[src/rtl/masked_pkg.sv]
// Shared constants and index helpers for the masked gadget pipeline.
// Mode encoding, randomness sizing and lexicographic share-pair indexing.
package masked_pkg;

  localparam logic MODE_XOR = 1'b0;
  localparam logic MODE_AND = 1'b1;

  function automatic int rnd_width(input int shares, input int width);
    return shares * (shares - 1) / 2 * width;
  endfunction

  // Index of pair (min(i,j), max(i,j)) in lexicographic order; a share paired with itself maps to 0.
  function automatic int pair_idx(input int i, input int j, input int shares);
    int lo;
    int hi;
    lo = (i < j) ? i : j;
    hi = (i < j) ? j : i;
    return (lo == hi) ? 0 : (lo * shares - (lo * (lo + 1)) / 2 + (hi - lo - 1));
  endfunction

endpackage

[src/rtl/masked_gadget_pipe_if.sv]
// Stream interface of the masked gadget pipeline: input operands/randomness
// with valid/ready, result shares with valid/ready.
interface masked_gadget_pipe_if #(
  parameter int SHARES = 2,
  parameter int WIDTH  = 1
);
  import masked_pkg::*;

  localparam int RND_W = rnd_width(SHARES, WIDTH);

  logic                      mode;
  logic [SHARES*WIDTH-1:0]   a_sh;
  logic [SHARES*WIDTH-1:0]   b_sh;
  logic [RND_W-1:0]          rnd;
  logic                      in_valid;
  logic                      in_ready;
  logic [SHARES*WIDTH-1:0]   y_sh;
  logic                      out_valid;
  logic                      out_ready;

  modport master (
    output mode, a_sh, b_sh, rnd, in_valid, out_ready,
    input  in_ready, y_sh, out_valid
  );

  modport slave (
    input  mode, a_sh, b_sh, rnd, in_valid, out_ready,
    output in_ready, y_sh, out_valid
  );

endinterface

[src/rtl/masked_share_row.sv]
// Stage-1 terms for output share IDX: DOM inner/cross terms in AND mode,
// share-wise XOR (re-masked when MASK_REFRESH_EN is defined) in XOR mode.
module masked_share_row
  import masked_pkg::*;
#(
  parameter int SHARES = 2,
  parameter int WIDTH  = 1,
  parameter int IDX    = 0,
  localparam int RND_W = rnd_width(SHARES, WIDTH)
) (
  input  logic                    mode,
  input  logic [WIDTH-1:0]        a_i,
  input  logic [SHARES*WIDTH-1:0] b_sh,
  input  logic [RND_W-1:0]        rnd,
  output logic [SHARES*WIDTH-1:0] terms
);

  // Slot j holds t_ij in AND mode; in XOR mode slot 0 carries s1[IDX], others stay zero.
  always_comb begin
    terms = '0;
    if (mode == MODE_AND) begin
      for (int j = 0; j < SHARES; j++) begin
        if (j == IDX) begin
          terms[j*WIDTH +: WIDTH] = a_i & b_sh[j*WIDTH +: WIDTH];
        end else begin
          terms[j*WIDTH +: WIDTH] = (a_i & b_sh[j*WIDTH +: WIDTH])
                                  ^ rnd[pair_idx(IDX, j, SHARES)*WIDTH +: WIDTH];
        end
      end
    end else begin
      terms[0 +: WIDTH] = a_i ^ b_sh[IDX*WIDTH +: WIDTH];
`ifdef MASK_REFRESH_EN
      for (int j = 0; j < SHARES; j++) begin
        terms[0 +: WIDTH] = terms[0 +: WIDTH]
                          ^ ((j != IDX) ? rnd[pair_idx(IDX, j, SHARES)*WIDTH +: WIDTH]
                                        : {WIDTH{1'b0}});
      end
`endif
    end
  end

endmodule

[src/rtl/masked_gadget_pipe.sv]
// Two-stage masked XOR/AND (DOM) gadget with valid/ready backpressure.
// Optional XOR-mode share refresh is built when MASK_REFRESH_EN is defined.
module masked_gadget_pipe
  import masked_pkg::*;
#(
  parameter int SHARES = 2,
  parameter int WIDTH  = 1
) (
  input logic                clk,
  input logic                rst,
  masked_gadget_pipe_if.slave bus
);

  localparam int SW = SHARES * WIDTH;

  logic [SHARES-1:0][SW-1:0] terms_s;
  logic [SHARES-1:0][SW-1:0] s1_r;
  logic                      mode1_r;
  logic                      v1_r;
  logic                      v2_r;
  logic [SW-1:0]             y_r;
  logic [SW-1:0]             y_s;
  logic                      s2_load_s;
  logic                      s1_load_s;
  logic                      accept_s;

  assign s2_load_s    = !v2_r | bus.out_ready;
  assign s1_load_s    = !v1_r | s2_load_s;
  assign bus.in_ready = !v1_r | !v2_r | bus.out_ready;
  assign accept_s     = bus.in_valid & bus.in_ready;

  assign bus.y_sh      = y_r;
  assign bus.out_valid = v2_r;

  for (genvar g = 0; g < SHARES; g++) begin : g_row
    masked_share_row #(
      .SHARES (SHARES),
      .WIDTH  (WIDTH),
      .IDX    (g)
    ) u_row (
      .mode  (bus.mode),
      .a_i   (bus.a_sh[g*WIDTH +: WIDTH]),
      .b_sh  (bus.b_sh),
      .rnd   (bus.rnd),
      .terms (terms_s[g])
    );
  end

  // Stage-2 compression: each output share folds only its own registered row.
  always_comb begin
    y_s = '0;
    for (int i = 0; i < SHARES; i++) begin
      if (mode1_r == MODE_AND) begin
        for (int j = 0; j < SHARES; j++) begin
          y_s[i*WIDTH +: WIDTH] = y_s[i*WIDTH +: WIDTH] ^ s1_r[i][j*WIDTH +: WIDTH];
        end
      end else begin
        y_s[i*WIDTH +: WIDTH] = s1_r[i][0 +: WIDTH];
      end
    end
  end

  // Stage 1: term register, the glitch barrier between share domains.
  always_ff @(posedge clk) begin
    if (rst) begin
      v1_r    <= 1'b0;
      mode1_r <= MODE_XOR;
      s1_r    <= '0;
    end else begin
      if (s1_load_s) begin
        v1_r <= accept_s;
      end
      if (accept_s) begin
        s1_r    <= terms_s;
        mode1_r <= bus.mode;
      end
    end
  end

  // Stage 2: output register, held while the consumer stalls.
  always_ff @(posedge clk) begin
    if (rst) begin
      v2_r <= 1'b0;
      y_r  <= '0;
    end else if (s2_load_s) begin
      v2_r <= v1_r;
      if (v1_r) begin
        y_r <= y_s;
      end
    end
  end

endmodule
[src/flat_wrapper.sv]
// flat-port wrapper written by rule: the top's interface ports become plain ports
module masked_gadget_pipe_flat import masked_pkg::*;
#(
  parameter int SHARES = 2,
  parameter int WIDTH  = 1
)
  (clk, rst, bus_mode, bus_a_sh, bus_b_sh, bus_rnd, bus_in_valid, bus_out_ready, bus_in_ready, bus_y_sh, bus_out_valid);
  masked_gadget_pipe_if #(.SHARES(SHARES), .WIDTH(WIDTH)) bus_i ();
  input logic clk;
  input logic rst;
  input wire logic [$bits(bus_i.mode)-1:0] bus_mode;
  input wire logic [$bits(bus_i.a_sh)-1:0] bus_a_sh;
  input wire logic [$bits(bus_i.b_sh)-1:0] bus_b_sh;
  input wire logic [$bits(bus_i.rnd)-1:0] bus_rnd;
  input wire logic [$bits(bus_i.in_valid)-1:0] bus_in_valid;
  input wire logic [$bits(bus_i.out_ready)-1:0] bus_out_ready;
  output wire logic [$bits(bus_i.in_ready)-1:0] bus_in_ready;
  output wire logic [$bits(bus_i.y_sh)-1:0] bus_y_sh;
  output wire logic [$bits(bus_i.out_valid)-1:0] bus_out_valid;
  assign bus_i.mode = bus_mode;
  assign bus_i.a_sh = bus_a_sh;
  assign bus_i.b_sh = bus_b_sh;
  assign bus_i.rnd = bus_rnd;
  assign bus_i.in_valid = bus_in_valid;
  assign bus_i.out_ready = bus_out_ready;
  assign bus_in_ready = bus_i.in_ready;
  assign bus_y_sh = bus_i.y_sh;
  assign bus_out_valid = bus_i.out_valid;
  masked_gadget_pipe #(.SHARES(SHARES), .WIDTH(WIDTH)) u_core (.clk(clk), .rst(rst), .bus(bus_i));
endmodule
[config.mk]
export PLATFORM = sky130hd
export DESIGN_NAME = masked_gadget_pipe_flat
export DESIGN_NICKNAME = d
export VERILOG_FILES = /design/src/rtl/masked_pkg.sv /design/src/rtl/masked_gadget_pipe_if.sv /design/src/rtl/masked_share_row.sv /design/src/rtl/masked_gadget_pipe.sv /design/src/flat_wrapper.sv
export SDC_FILE = /design/constraint.sdc
export NUM_CORES = 1
export LEC_CHECK = 0
export CAP_MARGIN = 20
export CORE_AREA = 2 2 39 41
export DETAILED_ROUTE_END_ITERATION = 6
export DIE_AREA = 0 0 41 43
export GPL_TIMING_DRIVEN = 0
export PLACE_DENSITY = 0.65
export SLEW_MARGIN = 20
export SYNTH_ARGS = -nofsm -noshare
export SYNTH_HDL_FRONTEND = slang
export SYNTH_SLANG_ARGS = --single-unit
[constraint.sdc]
create_clock -name clk -period 1.93 [get_ports clk]
set_input_delay 0.193 -clock clk [delete_from_list [all_inputs] [get_ports clk]]
set_output_delay 0.193 -clock clk [all_outputs]
set_load 0.01 [all_outputs]
=== Word-level counts from Yosys, hierarchy flattened ===
Index checks and enable logic that the tools add are counted.
Widths: inputs -> output; s select.

* Bits in registers: 9
* Bits in latches: 0
* RAM bits: 0
* ROM bits: 0
* Input bits: 10
* Word-level logic and storage cells: 30
* Memories kept: 0

* Add/subtract/negate cells: 0
* Multipliers: 0
* Divide/modulo/power cells: 0
* $lt $le $gt $ge: 0
* Equal/unequal tests: 0
* Shift-type cells: 0
* Muxes and demuxes: 6
* Bitwise gates (word level): 15
* Reductions and logical operators: 3

{| class="wikitable"
|+ Operators with widths
! cell !! count
|-
| $mux 1 || 6
|-
| $xor 1x1->1 || 6
|-
| $and 1x1->1 || 5
|-
| $or 1x1->1 || 4
|-
| $logic_not 1->1 || 2
|-
| $reduce_and 2->1 || 1
|}

=== Logic depth before layout (Yosys ltp) ===
* Depth in word-level cells: 4
* Gate-level depth with buffers: 4
* Gate-level depth less buffers: 4

=== Cells and area by module ===
Synthesis repeated with hierarchy kept, for this count alone.

* Cells, all modules: 52
* Area total of the unflattened synthesis: 490.5 sq um

{| class="wikitable"
|+ By module, submodules not included
! module !! times used !! cells each !! area each (sq um) !! sequential area each (sq um)
|-
| masked_gadget_pipe || 1 || 40 || 392.9 || 180.2
|-
| masked_share_row at u_core.g_row[0].u_row || 1 || 6 || 51.3 || 0.0
|-
| masked_share_row at u_core.g_row[1].u_row || 1 || 6 || 46.3 || 0.0
|}

=== Least setup slack after synthesis ===
No wires, ideal clock.

* Path kind: reg2reg
* Start: register u_core.v2_r, in the netlist u_core.bus.out_valid
* End: register u_core.s1_r[0] (netlist bit)
* Setup time: 0.132 ns
* Arrival time: 0.862 ns
* Required time: 1.798 ns
* Slack: 0.936 ns
* Cell stages (with the launch flop): 5
* Path buffers: 0
* Path through: dfxtp_1 -> and3b_4 -> inv_6 -> a21oi_2 -> a311oi_2

* Word-level cells in the longest chain between the ends: 4

{| class="wikitable"
|+ RTL lines
! item !! RTL line !! text
|-
| from (decl) || masked_gadget_pipe.sv:20 || <nowiki>logic v2_r;</nowiki>
|-
| from (signal assigned) || masked_gadget_pipe.sv:86 || <nowiki>v2_r <= v1_r;</nowiki>
|-
| $logic_not 1->1 || masked_gadget_pipe.sv:29 || <nowiki>assign bus.in_ready = !v1_r | !v2_r | bus.out_ready;</nowiki>
|-
| $or 1x1->1 (2 in a row) || masked_gadget_pipe.sv:29 ||
|-
| named net bus_in_ready || flat_wrapper.sv:17 || <nowiki>output wire logic [$bits(bus_i.in_ready)-1:0] bus_in_ready;</nowiki>
|-
| $and 1x1->1 || masked_gadget_pipe.sv:30 || <nowiki>assign accept_s = bus.in_valid & bus.in_ready;</nowiki>
|-
| to (signal assigned) || masked_gadget_pipe.sv:74 || <nowiki>s1_r <= terms_s;</nowiki>
|-
| to (decl) || masked_gadget_pipe.sv:17 || <nowiki>logic [SHARES-1:0][SW-1:0] s1_r;</nowiki>
|}

The timed path passes the listed nets, and every way through them passes these cells.
A chain may end at the register's enable or synchronous reset.

=== Worst setup path after layout ===
* Start: input port bus_out_ready
* End: output port bus_in_ready

* Word-level cells in the longest chain between the ends: 1

{| class="wikitable"
|+ RTL lines
! item !! RTL line !! text
|-
| from (decl) || flat_wrapper.sv:16 || <nowiki>input wire logic [$bits(bus_i.out_ready)-1:0] bus_out_ready;</nowiki>
|-
| $or 1x1->1 || masked_gadget_pipe.sv:29 ||
|-
| to (decl) || flat_wrapper.sv:17 ||
|}

No other way between the ends.

==> results.py <==
metrics = {
    "global_route": {
        "antenna_found_initial": 0,
        "grt_overflow": 0,
        "grt_max_degree": 9,
        "grt_pass1_vias": 354,
        "track_usage": 0.1227,
        "grt_pass1_wl_mm": 1.421,
    },
    "logic_synthesis": {
        "syn_avg_cell_area_um2": 9.306,
        "synth.distinct_cells": 22,
        "syn_nets": 60,
        "ys_seq_area_frac": 0.4034,
        "synth_seq_cells": 9,
        "synth_warnings": 0,
        "netlist_area_um2": 446.7,
        "netlist_instances": 48,
    },
    "worst_hold_path": {
        "hp-class": "in -> reg",
    },
    "sta": {
        "finClkSkew_ns": 0.005240,
        "rsz0062_at_grt": "no",
        "layout_setup_ws_ns": 0.2327,
        "period_share": 0.8794,
        "slew_violations": 0,
        "worst_slew_pin_slew_ns": 0.3726,
        "timing.fmax_ghz": 0.5892,
        "fin_tns_setup_ns": 0,
        "setup-violations-final": 0,
        "hold_violations": 0,
        "period_needed_ns": 1.697,
        "max_slew_margin": 0.7516,
    },
    "finish": {
        "nets": 77,
        "fillerInstances": 143,
        "drive_gt1_frac": 0.1094,
        "postLayoutCellArea_um2": 613.1,
        "antenna_cells": 0,
        "area_growth_pct": 37.26,
    },
    "placed_design": {
        "place_congestion": 0.7063,
        "dp_hpwl_um": 663.9,
        "placed_area_um2": 586.8,
        "io_buffer_count": 12,
        "place_ws_ns": 0.2342,
    },
    "setup_path": {
        "crit_start": "bus_out_ready",
        "cp-endpoint": "bus_in_ready",
        "crit_path_end_kind": "output port",
        "r2r_end": "u_core.s1_r[0]",
        "critical_path_class": "in -> out",
        "startpoint_type": "primary input",
        "rr_worst_depth": 4,
        "r2r_start": "u_core.v1_r",
        "worstPathArrival_ns": 1.50,
        "required_ns": 1.74,
        "crit_fanout": 8,
        "reg2reg_slack_ns": 0.86,
    },
    "power": {
        "cellPowerDensity_nw_per_um2": 678.5,
        "p_leak_nw": 0.2259,
        "power_mw": 0.4160,
        "ir_worst_vdd_mv": 0.2547,
    },
    "job": {
        "maxCapViolCount": 0,
    },
    "status": {
        "status": "complete, no violations",
    },
    "route": {
        "drt-total-wl_um": 835,
        "drt-pass1-iter-count": 4,
        "post_drt_wl_per_cell_um": 10.44,
        "route.antenna.remaining_nets": 0,
        "vias": 398,
        "drtIter0Drc": 1,
        "drc": 0,
        "via_per_inst": 4.975,
    },
    "cts": {
        "post-cts-setup-buffer-count": 0,
        "clkTransAtPathRegs_ns": 0.06,
        "cts.sinks": 9,
        "cts_tree": "yes",
        "numCtsBuffers": 3,
        "cts_resized": 0,
        "postCtsHoldBufs": 0,
        "clk_path_buf_depth": 2,
        "clock_latency_ns": 0.26,
        "cts_root_buffer": "clkbuf_4",
        "ctsHtreeMaxLevel": 1,
    },
    "die": {
        "initial_core_util": 0.3228,
        "core-area_um2": 1384,
        "dieArea_um2": 1763,
        "io-pin-count": 14,
        "rows": 14,
        "die_y_um": 43,
        "die_w_um": 41,
    },
}
-- synth_stat cells --
cell       instances  share of area
a21oi_1            7          0.078
and3b_4            1          0.028
o21ai_0            2          0.022
o211ai_1           2          0.034
mux2i_1            1          0.022
xor2_1             3          0.059
nand2b_1           1          0.014
nand3_1            1          0.011
and3_1             1          0.014
ha_1               2          0.056
dfxtp_1            9           0.40
inv_1              3          0.025
a21oi_2            1          0.020
o21ai_1            2          0.022
nand2_1            3          0.025
inv_6              1          0.020
a311oi_2           1          0.034
o21a_1             1          0.017
a311oi_1           2          0.039
o2111ai_1          1          0.020
nand4_1            2          0.028
clkbuf_1           1         0.0084
-- sequential cells by signal, summed over array words and instances (netlist names) --
name	flops
u_core.s1_r	4
u_core.bus.y_sh	2
u_core.bus.out_valid	1
u_core.mode1_r	1
u_core.v1_r	1
-- cells in the final DEF, fill, tap and decap left out, drive strengths merged, types with 3 or more instances in the layout --
master / Yosys / final
clkbuf: 1 / 5
xor2: 3 / 3
a311oi: 3 / 3
nand2: 3 / 3
inv: 4 / 4
clkdlybuf4s50: 0 / 12
a21oi: 8 / 8
dfxtp: 9 / 9
o21ai: 4 / 4
-- metal layers --
layer | global-route usage | vias to the layer above | wire length [um]
met5 | 0 | - | 0
met4 | 0.1000 | 0 | 27
met3 | 0.03141 | 4 | 60
met2 | 0.1750 | 16 | 376
met1 | 0.1456 | 164 | 371
li1 | - | 214 | -
-- worst min-delay path by stage --
| stage | slack, ns | endpoint | start | cells after the start |
|---|---|---|---|---|
| 3_3_place_gp | 0.46 | u_core.s1_r[3] | u_core.s1_r[3] | 2 |
| 4_1_cts | 0.31 | u_core.mode1_r | rst | 2 |
| 6_report | 0.30 | u_core.s1_r[3] | rst | 2 |
| 2_1_floorplan | 0.31 | u_core.s1_r[0] | bus_in_valid | 1 |
| 5_1_grt | 0.32 | u_core.v1_r | rst | 2 |
| 3_5_place_dp | 0.47 | u_core.s1_r[3] | u_core.s1_r[3] | 2 |
-- cell type report --
class                   instances  area [um2]  area share
multi-input cells              34       242.7      0.3959
repair buffers                 12       120.1      0.1959
well taps                      16       20.02     0.03265
plain buffers                   1       3.754    0.006122
flip-flops and latches          9       180.2      0.2939
clock buffers                   4       26.28     0.04286
inverters                       4       20.02     0.03265
-- report_power, final --
part | internal [mW] | switching (mW) | leakage (nW)
clock network | 0.0795 | 0.0628 | 0.0150
registers | 0.197 | 0.00793 | 0.0741
logic | 0.0391 | 0.0293 | 0.137
-- critical path: stages --
cell,delay [ns]
clkdlybuf4s50_1,0.46
and3b_4,0.23
inv_6,0.08
clkdlybuf4s50_1,0.54
-- stage by stage --
step	hold slack (ns)	std cells	utilization
floorplan	0.3064	48	-
global placement	0.4636	76	0.4241
detailed placement	0.4742	76	0.4241
CTS	0.3053	80	0.4430
global route	0.3244	80	0.4430
finish	0.3048	80	0.4430
-- kinds of logic (layout without fill, tap and decap cells) --
logic type	Yosys count	after routing	share of synthesized area
muxes	1	1	0.02241
buffers and inverters	5	21	0.05322
AOI/OAI and AO/OA	19	19	0.2857
adders and majority gates	2	2	0.05601
xor gates and xnor gates	3	3	0.05883
DFF	9	9	0.4034
and+or+nand+nor	9	9	0.1204
(Power assumes the default switching activity.)
==> patch 1 (config.mk and constraints unchanged) <==
Build with the macro `MASK_REFRESH_EN` defined.
--- a/src/rtl/masked_share_row.sv
+++ b/src/rtl/masked_share_row.sv
@@ -2,2 +2,4 @@
 // share-wise XOR (re-masked when MASK_REFRESH_EN is defined) in XOR mode.
+`define MASK_REFRESH_EN
+
 module masked_share_row
Function: changed (a bounded check fails within 4 cycles, from zero or initial values and one cycle with rst high).
==> patch 1 against the original RTL <==
Setup slack worse by 0.012 ns; area after synthesis up 3.4%; critical endpoint unchanged; utilization up 1.1 points; routed wire length up 5.6%; register-to-register slack worse by 0.13 ns; cell area up 2.4%; sequential cell count unchanged; global-route usage up 0.50 points; critical path type unchanged; power up 0.92%; die area unchanged.
==> patch 1: results (changes against the original RTL) <==
timing.hold.ws_ns: 0.3294  # +0.02458 ns
synthXorXnorAreaFrac: 0.05691  # -0.001913
synth_area_leaders: "dfxtp_1 39%, a21oi_1 8.7%, ha_1 5.4%, o21ai_0 4.3%, a311oi_1 3.8%"
synth_common_cells: "9 x dfxtp_1, 8 x a21oi_1, 4 x o21ai_0"
status: "finished clean"
largest_reg_flops: 4  # unchanged
drt_wl_total_um: 882  # +5.6%
min_path_cells: 2  # unchanged
place_area_um2: 601.8  # +2.6%
synth_fp_nets: 63  # +5.0%
drive_above_1_share: 0.08955  # -0.01982
synth_compound_area_frac: 0.2927  # +0.006969
dp.cells: 79  # +3.9%
instances_no_fill: 83  # +3.8%
cellLeakagePower_nw: 0.2365  # +4.7%
first_global_vias: 381  # +7.6%
r2r-end: "u_core.s1_r[2]"
worstHoldEndpoint: "u_core.bus.out_valid"
ir_drop_mv: 0.1837  # -28%
grt_pass1_wl_um: 1524  # +7.2%
power_density_nw_per_um2: 668.4  # -1.5%
p_int_mw: 0.3180  # +0.63%
pg_comb_mw: 0.0732  # +7.0%
skew_ns: 0.0002636  # -0.004976 ns
rrSetupSlack_ns: 0.73  # -0.13 ns
ys_types: 24  # +9.1%
finalNetCount: 80  # +3.9%
place.gp.congestion: 0.6861  # -2.9%
drt_first_pass_iters: 2  # -2
netlist_instances: 51  # +6.3%
grt_max_degree: 11  # +2
track_usage: 0.1278  # +0.005030
[patch 1: how the worst max path moves through the flow]
stage | start | endpoint | slack (ns) | cells past startpoint
6_report | bus_out_ready | bus_in_ready | 0.22 | 4
5_1_grt | bus_out_ready | bus_in_ready | 0.17 | 4
4_1_cts | bus_out_ready | bus_in_ready | 0.22 | 4
3_5_place_dp | bus_out_ready | bus_in_ready | 0.23 | 4
3_3_place_gp | bus_out_ready | bus_in_ready | 0.23 | 4
2_1_floorplan | u_core.bus.out_valid | u_core.s1_r[2] | 0.83 | 4
[patch 1: routing by layer]
layer | wire length [µm] | vias up | global-route usage
met4 | 13 | 0 | 0.1000
met3 | 60 | 2 | 0.03141
met1 | 412 | 179 | 0.1586
li1 | - | 220 | -
met5 | 0 | - | 0
met2 | 395 | 16 | 0.1781
[patch 1: cell type report]
type,instances,area [µm²]
fillers,141,755.7
multi-input cells,37,260.3
flip-flops and latches,9,180.2
repair buffers,12,120.1
clock buffers,4,26.28
well taps,16,20.02
inverters,4,17.52
plain buffers,1,3.754
==> patch 2 (same flow settings) <==
Without the edit above. Reset style: asynchronous (`rst`), changed in 2 clocked blocks.
--- a/src/rtl/masked_gadget_pipe.sv
+++ b/src/rtl/masked_gadget_pipe.sv
@@ -63,3 +63,3 @@
   // Stage 1: term register, the glitch barrier between share domains.
-  always_ff @(posedge clk) begin
+  always_ff @(posedge clk or posedge rst) begin
     if (rst) begin
@@ -80,3 +80,3 @@
   // Stage 2: output register, held while the consumer stalls.
-  always_ff @(posedge clk) begin
+  always_ff @(posedge clk or posedge rst) begin
     if (rst) begin
Function: differs if rst is asserted again (counterexample within 4 cycles, from zero or initial values and one cycle with rst high); with rst held inactive, the same outputs for 10 cycles.
==> patch 2 against the original RTL <==
Area after synthesis grew 7.3%; cell area grew 5.3%; routed wire length shrank 4.7%; setup slack gained 0.096 ns; sequential cell count is the same; clock skew shrank 0.0033 ns.
Power is not compared: it rests on default switching activity, and its combinational part moved more than twofold at a synthesized area within 25%.
==> patch 2: results (changes against the original RTL) <==
place.gp.congestion: 0.6677  # -5.5%
arrival_ns: 1.41  # -0.09 ns
nFillCells: 145  # +1.4%
ys_types: 23  # +4.5%
cts_setup_buffers: 0  # unchanged
clk_path_buf_depth: 2  # unchanged
met2_usage: 0.1688  # -0.006250
drtIter0Drc: 2  # +1
synth_common_cells: "9 x dfrtp_1, 4 x nand2_1, 3 x xnor2_1"
finalNetCount: 69  # -10%
first_global_vias: 328  # -7.3%
place_area_um2: 619.3  # +5.5%
synth_fp_nets: 52  # -13%
track_usage: 0.1137  # -0.009031
crit_fanout: 9  # +1
drt_wl_total_um: 796  # -4.7%
skew_ns: 0.001915  # -0.003325 ns
via_per_inst: 4.917  # -1.2%
grt_use_met3: 0.03665  # +0.005236
cp_top_family: "buffers and inverters"
ys.flop_type: "dfrtp_1"
status: "finished clean"
cts_resized: 0  # unchanged
ctsHoldBuffers: 0  # unchanged
clk_pin_slew_worst_paths_ns: 0.06  # about the same
drt_first_pass_iters: 2  # -2
hold_path.class: "in -> async"
dpl.hpwl_um: 657  # -1.0%
yosysSeqAreaShare: 0.4700  # +0.06661
grt_max_degree: 10  # +1
max_slew_margin: 0.7741  # +0.02253
ys_async_sr_fraction: 1.000  # +1.000
drive_above_1_share: 0.1786  # +0.06920
grt.met1_usage: 0.1300  # -0.01563
regMostFlops: "u_core.s1_r"
grt_pass1_wl_um: 1338  # -5.8%
synth_area_leaders: "dfrtp_1 47%, xnor2_1 5.5%, ha_1 5.2%, mux2_2 4.7%, nand3b_4 4.2%"
io_buffers: 12  # unchanged
patch 2: cell count changes in the layout (fill, tap and decap cells not counted), moves of 2 or more:
cell,change
dfrtp_1,+9
dfxtp_1,-9
a21oi_1,-5
xnor2_1,+3
xor2_1,-3
a311oi_1,-2
inv_1,-2
mux2_2,+2
o211ai_1,-2
o21ai_1,-2
patch 2: stage by stage:
| step | setup slack, ns | total power, mW | hold WS (ns) | cells | util |
|---|---|---|---|---|---|
| after floorplan | 0.8272 | 0.3211 | 0.02092 | 40 | - |
| after global placement | 0.3265 | 0.3871 | 0.4723 | 68 | 0.4476 |
| after detailed placement | 0.3283 | 0.3920 | 0.4731 | 68 | 0.4476 |
| after CTS | 0.3308 | 0.5356 | 0.2005 | 72 | 0.4665 |
| after global routing | 0.2960 | 0.5635 | 0.2362 | 72 | 0.4665 |
| final | 0.3287 | 0.5242 | 0.1951 | 72 | 0.4665 |
patch 2: path summary, 6_finish.rpt:
path                                      end  cells past startpoint  slack (ns)            startpoint
max reg2reg                    u_core.mode1_r                      3        0.85  u_core.bus.out_valid
min in group clk               u_core.s1_r[0]                      2        0.26          bus_in_valid
min reg2reg                    u_core.s1_r[3]                      1        0.50        u_core.s1_r[3]
max                              bus_in_ready                      3        0.33         bus_out_ready
max in group asynchronous      u_core.mode1_r                      2        1.49                   rst
min                        u_core.bus.y_sh[0]                      2        0.20                   rst
patch 2: final cells by class:
type	instances	area, µm²	share of cell area
repair buffers	12	120.1	0.1860
well taps	16	20.02	0.03101
flip-flops and latches	9	225.2	0.3488
inverters	1	3.754	0.005814
plain buffers	1	5.005	0.007752
clock buffers	4	26.28	0.04070
multi-input cells	29	245.2	0.3798
patch 2: routing by layer:
layer | routed length (µm) | share of wire
met1 | 334 | 0.42
met3 | 70 | 0.088
met5 | 0 | 0
met4 | 0 | 0
met2 | 391 | 0.49
patch 2: logic make-up (layout without fill, tap and decap cells):
| group | count (synthesis) | count (layout) | synth area share |
|---|---|---|---|
| AO/OA/AOI/OAI | 9 | 9 | 0.1410 |
| XOR/XNOR | 3 | 3 | 0.05484 |
| adder cells (fa/ha/maj) | 2 | 2 | 0.05221 |
| buffers and inverters | 2 | 18 | 0.01826 |
| flip-flops | 9 | 9 | 0.4700 |
| multiplexers | 4 | 4 | 0.09921 |
| AND/OR/NAND/NOR | 11 | 11 | 0.1645 |
patch 2: power by group through the flow:
| stage | Combinational [mW] | Clock (mW) | Sequential, mW |
|---|---|---|---|
| after CTS | 0.145 | 0.147 | 0.244 |
| after global routing | 0.160 | 0.156 | 0.247 |
| after global placement | 0.142 | 0 | 0.245 |
| after floorplan | 0.0706 | 0 | 0.250 |
| final | 0.143 | 0.139 | 0.242 |
| after detailed placement | 0.145 | 0 | 0.247 |
